[src/rtl/kgp_alu_mc_pkg.sv]
// Shared definitions for the KGP multi-cycle ALU: op codes, flag bit
// positions and FSM state encodings.
package kgp_alu_mc_pkg;

    // Operation codes; 4'hC..4'hF are unassigned (illegal).
    localparam logic [3:0] OP_ADD   = 4'h0;
    localparam logic [3:0] OP_COMP  = 4'h1;
    localparam logic [3:0] OP_AND   = 4'h2;
    localparam logic [3:0] OP_XOR   = 4'h3;
    localparam logic [3:0] OP_SLL   = 4'h4;
    localparam logic [3:0] OP_SRL   = 4'h5;
    localparam logic [3:0] OP_SRA   = 4'h6;
    localparam logic [3:0] OP_SLLV  = 4'h7;
    localparam logic [3:0] OP_SRLV  = 4'h8;
    localparam logic [3:0] OP_SRAV  = 4'h9;
    localparam logic [3:0] OP_MUL   = 4'hA;
    localparam logic [3:0] OP_MULHU = 4'hB;

    // Flag vector layout {carry, zero, sign}.
    localparam int unsigned FLAGS_W = 3;
    localparam int unsigned FLAG_C  = 2;
    localparam int unsigned FLAG_Z  = 1;
    localparam int unsigned FLAG_S  = 0;

    typedef enum logic [1:0] {
        ST_IDLE = 2'd0,
        ST_MUL  = 2'd1,
        ST_HOLD = 2'd2
    } state_e;

    // True for the ops that run on the iterative multiplier.
    function automatic logic is_mul_op(input logic [3:0] op);
        return (op == OP_MUL) || (op == OP_MULHU);
    endfunction

endpackage

[src/rtl/kgp_alu_mc_mul_iter.sv]
// kgp_mul_iter: iterative unsigned shift-add multiplier, MUL_BPC multiplier
// bits retired per cycle, full 2*WIDTH product.
// Ports:
//   clk, rst      clock, async active-low reset (discards any run in flight)
//   start         load operands and perform the first step (only when idle)
//   a, b          multiplicand / multiplier, sampled on start
//   done_c        product complete this cycle (combinational)
//   product       2*WIDTH product register
module kgp_mul_iter #(
    parameter int unsigned WIDTH   = 32,
    parameter int unsigned MUL_BPC = 1
) (
    input  logic                   clk,
    input  logic                   rst,
    input  logic                   start,
    input  logic [WIDTH-1:0]       a,
    input  logic [WIDTH-1:0]       b,
    output logic                   done_c,
    output logic [2*WIDTH-1:0]     product
);

    localparam int unsigned K  = WIDTH / MUL_BPC;
    localparam int unsigned CW = (K > 1) ? $clog2(K) : 1;
    localparam int unsigned PW = 2 * WIDTH;
    localparam int unsigned AW = WIDTH + MUL_BPC;

    logic [WIDTH-1:0] mcand_q, mcand_d;
    logic [PW-1:0]    prod_q, prod_d;
    logic [CW-1:0]    cnt_q, cnt_d;
    logic             busy_q, busy_d;

    logic [PW-1:0]    step_src;
    logic [WIDTH-1:0] step_mc;
    logic [AW-1:0]    partial;
    logic [AW-1:0]    hi_sum;
    logic [PW-1:0]    prod_step;

    // One shift-add step. The low half holds the unconsumed multiplier bits;
    // product bits shift in from the top as they are consumed. The first step
    // runs at start so the whole multiply takes exactly K cycles.
    always_comb begin
        step_src  = start ? {WIDTH'(0), b} : prod_q;
        step_mc   = start ? a : mcand_q;
        partial   = AW'(step_mc) * AW'(step_src[MUL_BPC-1:0]);
        hi_sum    = AW'(step_src[PW-1:WIDTH]) + partial;
        prod_step = {hi_sum, step_src[WIDTH-1:MUL_BPC]};
    end

    // Iteration control: K-1 further steps after start, then one done cycle.
    always_comb begin
        mcand_d = mcand_q;
        prod_d  = prod_q;
        cnt_d   = cnt_q;
        busy_d  = busy_q;
        if (start && !busy_q) begin
            mcand_d = a;
            prod_d  = prod_step;
            cnt_d   = CW'(K - 1);
            busy_d  = 1'b1;
        end else if (busy_q) begin
            if (cnt_q == '0) begin
                busy_d = 1'b0;
            end else begin
                prod_d = prod_step;
                cnt_d  = cnt_q - CW'(1);
            end
        end
    end

    always_ff @(posedge clk or negedge rst) begin
        if (!rst) begin
            mcand_q <= '0;
            prod_q  <= '0;
            cnt_q   <= '0;
            busy_q  <= 1'b0;
        end else begin
            mcand_q <= mcand_d;
            prod_q  <= prod_d;
            cnt_q   <= cnt_d;
            busy_q  <= busy_d;
        end
    end

    assign done_c  = busy_q && (cnt_q == '0);
    assign product = prod_q;

endmodule

[src/rtl/kgp_alu_mc.sv]
// kgp_alu_mc: multi-cycle ALU with valid/ready handshakes on both sides.
// Single-cycle ops are registered at accept; MUL/MULHU use kgp_mul_iter.
// Ports:
//   clk, rst              clock, async active-low reset
//   in_valid/in_ready     operand handshake (ready only when idle)
//   op, a, b, shamt       operation, operands, immediate shift amount
//   out_valid/out_ready   result handshake
//   result, flags         registered result and {carry, zero, sign}
//   illegal               op code was unassigned
module kgp_alu_mc
    import kgp_alu_mc_pkg::*;
#(
    parameter int unsigned WIDTH   = 32,
    parameter int unsigned MUL_BPC = 1,
    parameter int unsigned SHW     = $clog2(WIDTH)
) (
    input  logic               clk,
    input  logic               rst,
    input  logic               in_valid,
    output logic               in_ready,
    input  logic [3:0]         op,
    input  logic [WIDTH-1:0]   a,
    input  logic [WIDTH-1:0]   b,
    input  logic [SHW-1:0]     shamt,
    output logic               out_valid,
    input  logic               out_ready,
    output logic [WIDTH-1:0]   result,
    output logic [FLAGS_W-1:0] flags,
    output logic               illegal
);

    state_e               state_q, state_d;
    logic [WIDTH-1:0]     result_q, result_d;
    logic [FLAGS_W-1:0]   flags_q, flags_d;
    logic                 illegal_q, illegal_d;
    logic                 in_ready_q, in_ready_d;
    logic                 out_valid_q, out_valid_d;
    logic                 mulhu_q, mulhu_d;

    logic [WIDTH-1:0]     alu_res;
    logic                 alu_c;
    logic                 alu_illegal;
    logic [WIDTH-1:0]     not_b;
    logic [SHW-1:0]       sh_var;
    logic                 mul_start;
    logic                 mul_done_c;
    logic [2*WIDTH-1:0]   mul_product;
    logic [WIDTH-1:0]     mul_res;

    kgp_mul_iter #(
        .WIDTH   (WIDTH),
        .MUL_BPC (MUL_BPC)
    ) u_mul (
        .clk     (clk),
        .rst     (rst),
        .start   (mul_start),
        .a       (a),
        .b       (b),
        .done_c  (mul_done_c),
        .product (mul_product)
    );

    // Single-cycle datapath; MUL/MULHU leave it at its defaults.
    always_comb begin
        alu_res     = '0;
        alu_c       = 1'b0;
        alu_illegal = 1'b0;
        not_b       = ~b;
        sh_var      = b[SHW-1:0];
        case (op)
            OP_ADD:   {alu_c, alu_res} = {1'b0, a} + {1'b0, b};
            OP_COMP:  {alu_c, alu_res} = {1'b0, not_b} + (WIDTH+1)'(1);
            OP_AND:   alu_res = a & b;
            OP_XOR:   alu_res = a ^ b;
            OP_SLL:   alu_res = a << shamt;
            OP_SRL:   alu_res = a >> shamt;
            OP_SRA:   alu_res = WIDTH'($signed(a) >>> shamt);
            OP_SLLV:  alu_res = a << sh_var;
            OP_SRLV:  alu_res = a >> sh_var;
            OP_SRAV:  alu_res = WIDTH'($signed(a) >>> sh_var);
            OP_MUL,
            OP_MULHU: alu_res = '0;
            default:  alu_illegal = 1'b1;
        endcase
    end

    assign mul_res = mulhu_q ? mul_product[2*WIDTH-1:WIDTH] : mul_product[WIDTH-1:0];

    // FSM next state and output-register next values.
    always_comb begin
        state_d   = state_q;
        result_d  = result_q;
        flags_d   = flags_q;
        illegal_d = illegal_q;
        mulhu_d   = mulhu_q;
        mul_start = 1'b0;
        case (state_q)
            ST_IDLE: begin
                if (in_valid) begin
                    if (is_mul_op(op)) begin
                        mul_start = 1'b1;
                        mulhu_d   = (op == OP_MULHU);
                        state_d   = ST_MUL;
                    end else begin
                        result_d  = alu_res;
                        illegal_d = alu_illegal;
                        // Illegal ops report all-zero flags, not zero=1.
                        flags_d   = '0;
                        if (!alu_illegal) begin
                            flags_d[FLAG_C] = alu_c;
                            flags_d[FLAG_Z] = (alu_res == '0);
                            flags_d[FLAG_S] = alu_res[WIDTH-1];
                        end
                        state_d   = ST_HOLD;
                    end
                end
            end
            ST_MUL: begin
                if (mul_done_c) begin
                    result_d        = mul_res;
                    illegal_d       = 1'b0;
                    flags_d         = '0;
                    flags_d[FLAG_Z] = (mul_res == '0);
                    flags_d[FLAG_S] = mul_res[WIDTH-1];
                    state_d         = ST_HOLD;
                end
            end
            ST_HOLD: begin
                if (out_ready) begin
                    state_d = ST_IDLE;
                end
            end
            default: state_d = ST_IDLE;
        endcase
        in_ready_d  = (state_d == ST_IDLE);
        out_valid_d = (state_d == ST_HOLD);
    end

    always_ff @(posedge clk or negedge rst) begin
        if (!rst) begin
            state_q     <= ST_IDLE;
            result_q    <= '0;
            flags_q     <= '0;
            illegal_q   <= 1'b0;
            in_ready_q  <= 1'b1;
            out_valid_q <= 1'b0;
            mulhu_q     <= 1'b0;
        end else begin
            state_q     <= state_d;
            result_q    <= result_d;
            flags_q     <= flags_d;
            illegal_q   <= illegal_d;
            in_ready_q  <= in_ready_d;
            out_valid_q <= out_valid_d;
            mulhu_q     <= mulhu_d;
        end
    end

    assign in_ready  = in_ready_q;
    assign out_valid = out_valid_q;
    assign result    = result_q;
    assign flags     = flags_q;
    assign illegal   = illegal_q;

endmodule

[config.mk]
export PLATFORM = sky130hd
export DESIGN_NAME = kgp_alu_mc
export DESIGN_NICKNAME = d
export VERILOG_FILES = /design/src/rtl/kgp_alu_mc_pkg.sv /design/src/rtl/kgp_alu_mc_mul_iter.sv /design/src/rtl/kgp_alu_mc.sv
export SDC_FILE = /design/constraint.sdc
export NUM_CORES = 1
export LEC_CHECK = 0
export CORE_ASPECT_RATIO = 2
export CORE_MARGIN = 5
export CORE_UTILIZATION = 35
export DETAILED_ROUTE_END_ITERATION = 6
export HOLD_SLACK_MARGIN = 0.12
export PLACE_DENSITY_LB_ADDON = 0.05
export SKIP_CTS_REPAIR_TIMING = 1
export SKIP_LAST_GASP = 1
export SYNTH_ARGS = -nofsm -noshare
export SYNTH_HDL_FRONTEND = slang
export SYNTH_SLANG_ARGS = --single-unit
[constraint.sdc]
create_clock -name clk -period 4.3 [get_ports clk]
set_input_delay 0.86 -clock clk [delete_from_list [all_inputs] [get_ports clk]]
set_output_delay 0.86 -clock clk [all_outputs]
set_load 0.005 [all_outputs]
Word-level counts from Yosys, hierarchy flattened --
Cells that the tools add are included. Widths: inputs -> output; s select.
Storage, ports and cells: bits in registers 143, input bits 77
Cells by class: $add $sub $neg 4, multiply operators 1, equal/unequal tests 18, shifts and indexed selects 6, multiplexer cells 36, bitwise logic cells 3, reduce and logical (&&, ||, !) cells 16
Operators with widths (number):
- $pmux 32 s10 | 1
- $mux 64 | 4
- $mux 32 | 5
- $logic_not 32->1 | 2
- $pmux 32 s2 | 1
- $shl 32x5->32 | 2
- $shr 32x5->32 | 2
- $sshr 32x5->32 | 2
- $add 32x1->33 const B | 1
- $add 32x32->33 | 1
- $add 32x33->33 | 1
- $mul 32x1->33 | 1
- $and 32x32->32 | 1
- $not 32->32 | 1
- $xor 32x32->32 | 1
- $eq 4x3->1 const B | 4
- $eq 4x4->1 const B | 4
- $mux 5 | 3
- $mux 3 | 4
- $reduce_or 12->1 | 1
- $mux 1 | 10
- $eq 4x2->1 const B | 2
- $mux 2 | 4
- $ne 2x2->1 const B | 3
- other kinds (18) | 23

Longest topological paths before layout --
word-level depth 11, depth in mapped cells 24, depth with buffers taken out 20

Cells and area by module --
From an unflattened synthesis, not the netlist that was laid out.
Unflattened totals: cell total of the unflattened synthesis 2408, area total of the unflattened synthesis 18114.9 um^2
By module, submodules not included:
- kgp_alu_mc | instances 1, cells an instance 1675, area an instance 11832.6 um^2, seq. area each 1027.2 um^2
- kgp_mul_iter | instances 1, cells an instance 733, area an instance 6282.3 um^2, seq. area each 2552.4 um^2

Worst setup path before layout --
No wires, ideal clock.
kind input to register, from input op[1], to register u_mul.prod_q[63] (netlist: u_mul.product[63]), setup time 137 ps, arrival 5612 ps, slack -1449 ps, stages 23, cells stage by stage clkbuf_1 clkbuf_1 buf_1 nand2_1 nor2_1 mux2i_1 clkbuf_1 a21oi_1 ha_1 fa_1 a211oi_1 nor4_1 or2_2 o211ai_1 a21oi_1 nor2_1 a211oi_1 a211oi_1 nor2b_1 o21ai_0 nand2b_1 a2111oi_0 nor3_1
Between the ends: cells in the longest elaborated chain, start to end 11
Ends and longest elaborated chain:
- from (decl) | RTL line kgp_alu_mc.sv:21 | input logic [3:0] op,
- $eq 4x4->1 | RTL line kgp_alu_mc_pkg.sv:33 | return (op == OP_MUL) || (op == OP_MULHU);
- $logic_or 1x1->1 (*) | RTL line kgp_alu_mc_pkg.sv:33
- $mux 1 (*) | RTL line kgp_alu_mc.sv:100 | if (is_mul_op(op)) begin
- $mux 1 (*) | RTL line kgp_alu_mc.sv:99 | if (in_valid) begin
- $mux 1 (*) | RTL line kgp_alu_mc.sv:97 | case (state_q)
- $mux 32 or $mux 64 (tied branches) | RTL line kgp_alu_mc_mul_iter.sv:43, kgp_alu_mc_mul_iter.sv:42
- $mul 32x1->33 | RTL line kgp_alu_mc_mul_iter.sv:44 | partial = AW'(step_mc) * AW'(step_src[MUL_BPC-1:0]);
- $add 32x33->33 | RTL line kgp_alu_mc_mul_iter.sv:45 | hi_sum = AW'(step_src[PW-1:WIDTH]) + partial;
- $mux 64 | RTL line kgp_alu_mc_mul_iter.sv:61 | if (cnt_q == '0) begin
- $mux 64 | RTL line kgp_alu_mc_mul_iter.sv:60 | end else if (busy_q) begin
- $mux 64 | RTL line kgp_alu_mc_mul_iter.sv:55 | if (start && !busy_q) begin
- to (signal assigned) | RTL line kgp_alu_mc_mul_iter.sv:78 | prod_q <= prod_d;
- to (decl) | RTL line kgp_alu_mc_mul_iter.sv:28 | logic [PW-1:0] prod_q, prod_d;
Mark *: on every way between the ends. The rest lies on a longest branch, timed or not. The select of a mux whose other input is x is not followed. A chain may end at the register's enable or synchronous reset.

Final worst setup path --
from input op[1], to register flags_q[1] (netlist: flags[1])
Between the ends: cells in the longest elaborated chain, start to end 7
Ends and longest elaborated chain:
- $eq 4x4->1 (tied with other cells) | RTL line kgp_alu_mc.sv:70 | case (op)
- $pmux 32 s10 | RTL line kgp_alu_mc.sv:70
- $logic_not 32->1 | RTL line kgp_alu_mc.sv:111 | flags_d[FLAG_Z] = (alu_res == '0);
- $mux 3 | RTL line kgp_alu_mc.sv:109 | if (!alu_illegal) begin
- $mux 3 | RTL line kgp_alu_mc.sv:100
- $mux 3 | RTL line kgp_alu_mc.sv:99
- $pmux 3 s2 | RTL line kgp_alu_mc.sv:97
- to (signal assigned) | RTL line kgp_alu_mc.sv:151 | flags_q <= flags_d;
- to (decl) | RTL line kgp_alu_mc.sv:34 | logic [FLAGS_W-1:0] flags_q, flags_d;
Several ways; a longest one is shown, not always the timed one. The select of a mux whose other input is x is not followed.

==> results.sh <==
export IMPL_cp_start_kind="primary input"
export IMPL_layout_common_cells="810 x buf_4, 441 x nand2_1, 197 x mux2i_1"
export IMPL_critical_path_class="primary input to flip-flop"
export IMPL_hp_class="primary input to asynchronous set/reset pin"
export IMPL_yosysUniqueCellTypes=96
export IMPL_grt_pass1_wl_um=172000
export IMPL_setup_viol=12
export IMPL_violations="design-rule violations, negative setup slack"
export IMPL_clk_pin_slew_ns=0.06
export IMPL_fin_nets=3370
export IMPL_avgSynthCellArea_um2=7.47
export IMPL_final_common_cell="buf_4"
export IMPL_syn_to_final_growth_pct=56.5
export IMPL_grt_use_met3_pct=11.1
export IMPL_postSynth_asyncResetShare_pct=100
export IMPL_grt_max_degree=97
export IMPL_finalCritPeriodShare_pct=121
export IMPL_synth_area_mm2=0.0179
export IMPL_start_util_pct=35.3
export IMPL_rrSetupSlack_ns=-0.13
export IMPL_track_usage_pct=43.3
export IMPL_routabilityCongestion=1.13
export IMPL_ys_ff_latch=143
export IMPL_core_mm2=0.0508
export IMPL_met2_usage_pct=72.1
export IMPL_synth_edf_count=0
export IMPL_yosysSeqAreaShare_pct=20.0
export IMPL_arrival_ns=5.60
export IMPL_clock_fmax_mhz=192
export IMPL_final_util_pct=55.3
export IMPL_syn_num_nets=2546
export IMPL_die_area_mm2=0.0562
export IMPL_p_leak_uw=0.0128
export IMPL_hold_viol=0
export IMPL_drt_iter0_markers=2244
export IMPL_fillerInstances=4900
export IMPL_dp_cells=3796
export IMPL_die_height_um=330
export IMPL_grt_busiest_layer="met2"
export IMPL_antenna_left=0
export IMPL_worstReg2RegStart="state_q[0]"
export IMPL_synthSimpleGateAreaFrac_pct=23.5
export IMPL_critPathMaxFanout=8
export IMPL_vdd_drop_max_mv=0.810
export IMPL_synth_compound_area_share_pct=24.7
export IMPL_drive_above_1_share_pct=36.9
export IMPL_critical_path_startpoint="op[1]"
export IMPL_hpwl_um=100000
export IMPL_slowest_stage="or4_4"
export IMPL_layout_setup_ws_ns=-0.906
export IMPL_cp_end_kind="flip-flop"
export IMPL_synth_top_family_by_area="compound AO/OA/AOI/OAI gates"
export IMPL_dr_total_vias=24054
export IMPL_clock_latency_ns=0.50
export IMPL_std_cell_rows=117
export IMPL_outcome="complete, but fails checks"
export IMPL_met1_usage_pct=39.5
export IMPL_powerDensity_mw_per_mm2=431
export IMPL_synth_xor_area_share_pct=3.27
export IMPL_min_period_ns=5.21
export IMPL_required_ns=4.69
export IMPL_clock_skew_ns=0.0164
export IMPL_io_buffers=114
export IMPL_ys_warn_count=0
export IMPL_cts_root_buf="clkbuf_16"
export IMPL_maxCapViolations=0
export IMPL_slew_limit_headroom_pct=15.1
export IMPL_dr_pass1_iters=7
export IMPL_drv_slew=0
export IMPL_clock_sinks=143
export IMPL_cpMostUsedCell="buf_4"
export IMPL_avgRoutedWirePerCell_um=32.4
export IMPL_viasPerCell=6.19
export IMPL_routed_wl_um=126000
export IMPL_worstPathCellList="buf_6, buf_4, buf_4, and4b_1, buf_12, mux2i_2, mux2i_2, o22ai_4, a22oi_2, buf_4, o211ai_1, buf_4, nor4_4, nand4_1, nor4_2, nand4b_1, or4_1, or4_4, o31ai_2"
export IMPL_cts_buffers=25
export IMPL_max_stage_delay_ns=0.53
export IMPL_muxShareOfSynthArea_pct=18.3
export IMPL_worstMarginPinSlew_ns=1.26
export IMPL_rsz0062_at_grt="yes"
export IMPL_h_tree_depth=4
export IMPL_syn_inst=2401
export IMPL_grt_ovfl_total=0
export IMPL_cts_tree="built"
export IMPL_drc=1
export IMPL_fin_cells=3888
export IMPL_r2r_end="u_mul.product[63]"
export IMPL_yosys_area_share_adder_pct=4.83
export IMPL_ios=115
export IMPL_r2r_worst_path_cells=23
export IMPL_antenna_found_initial=6
export IMPL_grt_pass1_vias=23852
export IMPL_clk_path_buf_depth=3
export IMPL_synth_ff_type="dfrtp_1"
export IMPL_die_width_um=170
[through the flow]
| stage | setup TNS (ns) | power (uW) | hold slack, ns | worst slack (ns) | area [um^2] |
|---|---|---|---|---|---|
| after floorplan | -1.30 | 6000 | 0.447 | -0.392 | 18100 |
| after global placement | -54.13 | 9460 | 0.463 | -1.94 | 25700 |
| after detailed placement | -55.84 | 9610 | 0.470 | -1.97 | 25700 |
| after CTS | -27.33 | 11400 | 0.483 | -1.50 | 26400 |
| after global routing | -5.06 | 12700 | 0.505 | -0.949 | 28100 |
| final | -2.97 | 12100 | 0.445 | -0.906 | 28100 |
[per-layer routing]
metal	up-vias	part of all wire, %
met5	-	0.028
met4	6	15
met3	714	7.9
met2	1351	47
met1	11487	29
li1	10496	-
[cell usage after synthesis, types with 23 or more instances]
master | number | area (um^2)
a21oi_1 | 181 | 906
ha_1 | 66 | 826
clkbuf_1 | 140 | 526
a211oi_1 | 28 | 210
a21o_1 | 27 | 203
dfrtp_1 | 142 | 3550
inv_1 | 26 | 97.6
nand3_1 | 57 | 285
a22oi_1 | 39 | 293
xor2_1 | 30 | 263
buf_2 | 28 | 140
nor3_1 | 45 | 225
o22ai_1 | 34 | 213
nor2_1 | 151 | 567
o21ai_0 | 151 | 756
a31oi_1 | 47 | 294
nand2b_1 | 42 | 263
and2_1 | 40 | 250
mux2i_1 | 219 | 2190
or3_1 | 23 | 144
mux2_2 | 59 | 664
xnor2_1 | 37 | 324
nand2_1 | 447 | 1680
[where the power goes]
group / internal, uW / switching, uW / leakage [uW]
Sequential: 1960 / 730 / 0.00173
Combinational: 3650 / 4020 / 0.0108
Clock: 1090 / 640 / 0.000341
[registers in the layout, indices dropped and copies added (netlist names)]
| name | count |
|---|---|
| result | 32 |
| out_valid | 1 |
| u_mul.busy_q | 1 |
| flags | 3 |
| illegal | 1 |
| mulhu_q | 1 |
| u_mul.cnt_q | 5 |
| u_mul.product | 64 |
| state_q | 2 |
| in_ready | 1 |
| u_mul.mcand_q | 32 |
[area by class of cell]
type,count,area [um^2],share of cell area (%)
inverters,27,109,0.388
clock inverters,2,10.0,0.0356
clock buffers,31,678,2.41
diodes,3,7.51,0.0267
well taps,654,818,2.91
flip-flops and latches,143,3580,12.7
repair buffers,992,8310,29.6
multi-input cells,2036,14600,51.9
[worst max-delay path: cells and delay by family]
family	cells	cell delay, ns
buf+inv	6	0.92
simple gates	7	2.36
mux	2	0.63
compound gates	4	0.79
[cell families after synthesis]
group / Yosys count
simple gates: 915
compound gates: 687
mux: 299
buf+inv: 222
flops: 143
fa+ha+maj: 68
xor+xnor: 67
[how the worst max path moves through the flow]
stage / slack, ns / depth (start not counted) / end
finish: -0.91 / 19 / flags[1]
global route: -0.95 / 18 / flags[1]
CTS: -1.50 / 18 / flags[1]
detailed placement: -1.97 / 18 / flags[1]
global placement: -1.94 / 18 / flags[1]
floorplan: -0.39 / 23 / u_mul.product[63]
Note: power is estimated with default switching activity, not from simulation.
